### config.mk
export PLATFORM = sky130hd
export DESIGN_NAME = uart_tx_stim
export DESIGN_NICKNAME = d
export VERILOG_FILES = /design/src/rtl/uart_pkg.sv /design/src/rtl/uart_tx_fifo.sv /design/src/rtl/uart_tx_stim.sv
export SDC_FILE = /design/constraint.sdc
export NUM_CORES = 1
export LEC_CHECK = 0
export ABC_AREA = 1
export CAP_MARGIN = 10
export CORE_ASPECT_RATIO = 0.75
export CORE_UTILIZATION = 55
export DETAILED_ROUTE_END_ITERATION = 8
export PLACE_DENSITY_LB_ADDON = 0.2
export SYNTH_ARGS = -nofsm -noshare
export SYNTH_HDL_FRONTEND = slang
export SYNTH_SLANG_ARGS = --single-unit
### constraint.sdc
create_clock -name clock -period 3.6 [get_ports clock]
set_input_delay 0.72 -clock clock [delete_from_list [all_inputs] [get_ports clock]]
set_output_delay 0.72 -clock clock [all_outputs]
set_load 0.02 [all_outputs]
### src/rtl/uart_pkg.sv
`default_nettype none
// ============================================================================
// Module   : uart_pkg
// Brief    : Shared UART definitions (state encoding, frame constants),
//            common to the transmit stimulus and the receive monitor.
// Revision : 1.0 - initial release
// ============================================================================
package uart_pkg;

  localparam int DATA_BITS            = 8;
  localparam int CLKS_PER_BIT_DEFAULT = 434;  // 100 MHz / 230400 baud

  typedef enum logic [1:0] {
    ST_IDLE  = 2'd0,
    ST_START = 2'd1,
    ST_DATA  = 2'd2,
    ST_STOP  = 2'd3
  } uart_state_t;

endpackage
`default_nettype wire

### src/rtl/uart_tx_fifo.sv
`default_nettype none
// ============================================================================
// Module   : uart_tx_fifo
// Brief    : Synchronous FIFO; extra pointer MSB separates full from empty,
//            occupancy kept in a registered count.
// Revision : 1.0 - initial release
// ============================================================================
module uart_tx_fifo #(
  parameter int WIDTH = 8,
  parameter int DEPTH = 4
) (
  input  logic             clk,
  input  logic             rst_n,
  input  logic [WIDTH-1:0] i_wr_data,
  input  logic             i_wr_en,
  input  logic             i_rd_en,
  output logic [WIDTH-1:0] o_rd_data,
  output logic             o_full,
  output logic             o_empty,
  output logic [$clog2(DEPTH):0] o_count
);

  localparam int AW = $clog2(DEPTH);
  localparam logic [AW:0] c_one = (AW+1)'(1);

  logic [WIDTH-1:0] r_mem [DEPTH];
  logic [AW:0]      r_wr_ptr;
  logic [AW:0]      r_rd_ptr;
  logic [AW:0]      r_count;
  logic             w_push;
  logic             w_pop;

  // A full FIFO stalls writes even when a read happens the same cycle.
  assign w_push = i_wr_en && !o_full;
  assign w_pop  = i_rd_en && !o_empty;

  assign o_empty   = (r_wr_ptr == r_rd_ptr);
  assign o_full    = (r_wr_ptr[AW] != r_rd_ptr[AW]) &&
                     (r_wr_ptr[AW-1:0] == r_rd_ptr[AW-1:0]);
  assign o_rd_data = r_mem[r_rd_ptr[AW-1:0]];
  assign o_count   = r_count;

  always_ff @(posedge clk or negedge rst_n) begin
    if (!rst_n) begin
      r_wr_ptr <= '0;
      r_rd_ptr <= '0;
      r_count  <= '0;
    end else begin
      if (w_push) r_wr_ptr <= r_wr_ptr + c_one;
      if (w_pop)  r_rd_ptr <= r_rd_ptr + c_one;
      case ({w_push, w_pop})
        2'b10:   r_count <= r_count + c_one;
        2'b01:   r_count <= r_count - c_one;
        default: r_count <= r_count;
      endcase
    end
  end

  always_ff @(posedge clk) begin
    if (w_push) r_mem[r_wr_ptr[AW-1:0]] <= i_wr_data;
  end

endmodule
`default_nettype wire

### src/rtl/uart_tx_stim.sv
`default_nettype none
// ============================================================================
// Module   : uart_tx_stim
// Brief    : 8N1 UART transmitter with input byte FIFO for rxd stimulus.
// Revision : 1.0 - initial release
// ============================================================================
module uart_tx_stim
  import uart_pkg::*;
#(
  parameter int CLKS_PER_BIT = CLKS_PER_BIT_DEFAULT,
  parameter int FIFO_DEPTH   = 4
) (
  input  logic       clock,
  input  logic       reset_rtl,
  input  logic [7:0] in_data,
  input  logic       in_valid,
  output logic       in_ready,
  output logic       txd,
  output logic       busy,
  output logic       tx_done
);

  localparam int CW = $clog2(CLKS_PER_BIT);
  localparam int BW = $clog2(DATA_BITS);
  localparam logic [CW-1:0] c_last_cnt = CW'(CLKS_PER_BIT - 1);
  localparam logic [CW-1:0] c_cnt_one  = CW'(1);
  localparam logic [BW-1:0] c_last_bit = BW'(DATA_BITS - 1);
  localparam logic [BW-1:0] c_bit_one  = BW'(1);

  uart_state_t          r_state;
  uart_state_t          w_state_nxt;
  logic [CW-1:0]        r_cnt;
  logic [CW-1:0]        w_cnt_nxt;
  logic [BW-1:0]        r_bit_idx;
  logic [BW-1:0]        w_bit_nxt;
  logic [DATA_BITS-1:0] r_shift;
  logic [DATA_BITS-1:0] w_shift_nxt;
  logic                 r_txd;
  logic                 w_txd_nxt;
  logic                 r_done;
  logic                 w_done_nxt;
  logic                 r_busy;
  logic                 w_pop;

  logic [DATA_BITS-1:0]        w_fifo_data;
  logic                        w_fifo_full;
  logic                        w_fifo_empty;
  logic [$clog2(FIFO_DEPTH):0] w_fifo_count;

  uart_tx_fifo #(
    .WIDTH (DATA_BITS),
    .DEPTH (FIFO_DEPTH)
  ) u_fifo (
    .clk       (clock),
    .rst_n     (reset_rtl),
    .i_wr_data (in_data),
    .i_wr_en   (in_valid),
    .i_rd_en   (w_pop),
    .o_rd_data (w_fifo_data),
    .o_full    (w_fifo_full),
    .o_empty   (w_fifo_empty),
    .o_count   (w_fifo_count)
  );

  assign in_ready = !w_fifo_full;
  assign txd      = r_txd;
  assign busy     = r_busy;
  assign tx_done  = r_done;

  always_ff @(posedge clock or negedge reset_rtl) begin
    if (!reset_rtl) begin
      r_state   <= ST_IDLE;
      r_cnt     <= '0;
      r_bit_idx <= '0;
      r_shift   <= '0;
      r_txd     <= 1'b1;
      r_done    <= 1'b0;
      r_busy    <= 1'b0;
    end else begin
      r_state   <= w_state_nxt;
      r_cnt     <= w_cnt_nxt;
      r_bit_idx <= w_bit_nxt;
      r_shift   <= w_shift_nxt;
      r_txd     <= w_txd_nxt;
      r_done    <= w_done_nxt;
      r_busy    <= (w_state_nxt != ST_IDLE) || (w_fifo_count != '0);
    end
  end

  always_comb begin
    w_state_nxt = r_state;
    w_cnt_nxt   = r_cnt;
    w_bit_nxt   = r_bit_idx;
    w_shift_nxt = r_shift;
    w_txd_nxt   = r_txd;
    w_done_nxt  = 1'b0;
    w_pop       = 1'b0;

    case (r_state)
      ST_IDLE: begin
        if (!w_fifo_empty) begin
          w_pop       = 1'b1;
          w_shift_nxt = w_fifo_data;
          w_txd_nxt   = 1'b0;
          w_cnt_nxt   = '0;
          w_state_nxt = ST_START;
        end else begin
          w_txd_nxt   = 1'b1;
        end
      end

      ST_START: begin
        if (r_cnt == c_last_cnt) begin
          w_cnt_nxt   = '0;
          w_txd_nxt   = r_shift[0];
          w_bit_nxt   = '0;
          w_state_nxt = ST_DATA;
        end else begin
          w_cnt_nxt   = r_cnt + c_cnt_one;
        end
      end

      ST_DATA: begin
        if (r_cnt == c_last_cnt) begin
          w_cnt_nxt = '0;
          if (r_bit_idx != c_last_bit) begin
            w_bit_nxt   = r_bit_idx + c_bit_one;
            w_shift_nxt = {1'b0, r_shift[DATA_BITS-1:1]};
            w_txd_nxt   = r_shift[1];
          end else begin
            w_txd_nxt   = 1'b1;
            w_state_nxt = ST_STOP;
          end
        end else begin
          w_cnt_nxt = r_cnt + c_cnt_one;
        end
      end

      ST_STOP: begin
        if (r_cnt == c_last_cnt) begin
          w_cnt_nxt  = '0;
          w_done_nxt = 1'b1;
          // Chain straight into the next start bit so queued bytes leave no gap.
          if (!w_fifo_empty) begin
            w_pop       = 1'b1;
            w_shift_nxt = w_fifo_data;
            w_txd_nxt   = 1'b0;
            w_state_nxt = ST_START;
          end else begin
            w_txd_nxt   = 1'b1;
            w_state_nxt = ST_IDLE;
          end
        end else begin
          w_cnt_nxt = r_cnt + c_cnt_one;
        end
      end

      default: begin
        w_state_nxt = ST_IDLE;
        w_txd_nxt   = 1'b1;
      end
    endcase
  end

endmodule
`default_nettype wire

==> impl_metrics.tcl <==
set metrics [dict create \
    finalMaxSlewViolations 0 \
    clkPwrFrac_pct 34.8 \
    grt_pass1_vias 2037 \
    nets 375 \
    ys_ff_latch 66 \
    hold_class "reg2reg" \
    finalSetupViolations 0 \
    power.leakage_uw 0.00159 \
    num_rows 23 \
    worstPathRequired_ns 2.88 \
    yosysSeqAreaShare_pct 56.0 \
    cts_tree "done" \
    final.setup.tns_ns 0 \
    synth.area.mux_share_pct 0 \
    utilization_pct 66.2 \
    synth.distinct_cells 34 \
    synth_simple_gate_area_share_pct 22.8 \
    synth-xor-area-share_pct 3.83 \
    cts_buffers 9 \
    antenna_found_initial 0 \
    via_count 2200 \
    post_cts_buffers 0 \
    multi_input_area_um2 1240 \
    ctsResizeCount 0 \
    clk_pin_slew_worst_paths_ns 0.07 \
    cts_sinks 66 \
    critical_path_class "reg2out" \
    die_x_um 90.6 \
    finClkSkew_ns 0.00488 \
    seqCellArea_um2 1810 \
    power_density_nw_per_um2 525 \
    cts_max_level 3 \
    synthAdderAreaFrac_pct 6.03 \
    synth_compound_area_share_pct 5.64 \
    drive_gt1_share_pct 11.3 \
    maxCapViolations 0 \
    r2r_setup_slack_ns 0.81 \
    gp_congestion 0.789 \
    cp-end-kind "output pin" \
    grt_start_max_net_pins 35 \
    grt_usage_pct 21.3 \
    grt_pass1_wl_um 9740 \
    worst_pin_slew_ns 0.875 \
    synth_top_family_by_area "simple AND/OR/NAND/NOR gates" \
    viasPerCell 5.13 \
    layout_common_cells "nand2_1 (99), nand3_1 (39), dfrtp_1 (33), edfxtp_1 (32), inv_1 (25)" \
    ios 15 \
    hold_violations 0 \
    drt_pre_antenna_iters 4 \
    path_max_fanout 20 \
    routed_wl_um 5800 \
    critPathArrivalTime_ns 2.19 \
    area_growth_pct 12.4 \
    comb_power_share_pct 15.3 \
    layout_commonest_cell "nand2_1" \
    port_buffers 14 \
    syn_area_um2 3240 \
    fin_crit_ns 2.91 \
    routedWlPerCell_um 13.5 \
    period_share_pct 80.7 \
    cp-start-kind "flip-flop" \
    ant_nets 0 \
    die_h_um 68.5 \
    drtIter0Drc 171 \
    grt-ovfl-total 0 \
    nFillCells 435 \
    dpl.cell_count 413 \
    switching_share_pct 26.5 \
    max_freq_mhz 344 \
    slew_headroom_pct 41.4 \
    peakVddDrop_v 0.000428 \
    dieArea_um2 6200 \
    syn_nets 356 \
    synth.avg_cell_area_um2 9.81 \
    antenna_cells 0 \
    drc_errors 0 \
    p_switching_uw 507 \
    insertion_delay_ns 0.34 \
    coreArea_um2 5500 \
    rsz0062_at_grt "false" \
    status "finished clean" \
    hpwl_um 4150 \
    root_buffer "clkbuf_8" \
    p_seq_share_pct 49.9 \
    clockBufferDepth 2 \
    initial_core_util_pct 58.9 \
    internal-power_uw 1400 \
    netlist_instances 330 \
    ys_warn_count 0 \
    hold_buffers 0 \
    finalNonFillerCells 429 \
]
[synth_stat cells (all sizes together)]
cell    number  share of area [%]
nand2      107                 14
nand3       39                6.0
dfrtp       33                 26
edfxtp      32                 30
inv         31                3.7
nor2        18                2.7
o21ai       17                3.0
ha          14                5.4
xor2         8                2.2
a21oi        6                1.0
buf          6                1.6
o22ai        6                1.2
xnor2        4                1.7
clkinv       2               0.23
a211oi       1               0.23
and2         1               0.27
clkbuf       1               0.12
dfstp        1               0.81
fa           1               0.62
nand4        1               0.19
o31ai        1               0.23
[path summary, 6_finish.rpt]
check | start | end | depth (start not counted)
max reg2reg | u_fifo.r_rd_ptr[0] | u_fifo.o_count[2] | 16
max in group asynchronous | reset_rtl | txd | 2
min | u_fifo.o_count[0] | u_fifo.o_count[0] | 1
min in group asynchronous | reset_rtl | r_shift[5] | 2
max | u_fifo.r_rd_ptr[0] | in_ready | 5
min reg2reg | u_fifo.o_count[0] | u_fifo.o_count[0] | 1
[metal layers]
metal	wire (um)	share of wire, %	up-vias	track usage, %
met5	0	0	-	0
met3	439	7.6	10	6.78
met2	2380	41	56	31.2
li1	-	-	1119	-
met4	98	1.7	0	7.46
met1	2880	50	1015	30.1
[state kept, by name, indices dropped and copies added (netlist names)]
register / cells
u_fifo.r_mem: 32
r_cnt: 9
r_shift: 8
r_bit_idx: 3
u_fifo.o_count: 3
u_fifo.r_rd_ptr: 3
u_fifo.r_wr_ptr: 3
r_state: 2
busy: 1
tx_done: 1
txd: 1
[worst max-delay path, stage by stage (launching register included)]
cell and delay [ns]:
dfrtp_1 0.79, inv_6 0.16, nand2_2 0.10, nand2_2 0.06, nand3_1 0.12, clkdlybuf4s50_1 0.62
[area by class of cell]
cell class / instances / area share, %
Clock buffer: 9 / 3.40
Clock inverter: 7 / 2.58
Timing Repair Buffer: 15 / 4.05
Multi-Input combinational cell: 224 / 34.1
Sequential cell: 66 / 49.8
Tap cell: 75 / 2.58
Inverter: 33 / 3.54
[power groups by stage]
stage	Clock (uW)	Sequential (uW)	Combinational, uW
after floorplan	0	958	213
after global placement	0	968	284
after detailed placement	0	971	296
after CTS	683	956	298
after global routing	706	965	337
final	664	954	292
[stage by stage]
stage	setup WS (ns)	cell area, um^2	total power [uW]	hold slack (ns)
5_1_grt	0.503	3640	2010	0.504
4_1_cts	0.661	3640	1940	0.476
3_3_place_gp	0.951	3420	1250	0.455
2_1_floorplan	1.32	3240	1170	0.424
6_report	0.694	3640	1910	0.473
3_5_place_dp	0.833	3420	1270	0.459
[kinds of logic (layout without fill, tap and decap cells)]
logic type | Yosys count | after routing
simple gates | 166 | 166
buf+inv | 40 | 64
fa+ha+maj | 15 | 15
flops | 66 | 66
compound gates | 31 | 31
xor+xnor | 12 | 12
Power figures use the tool's default switching activity.
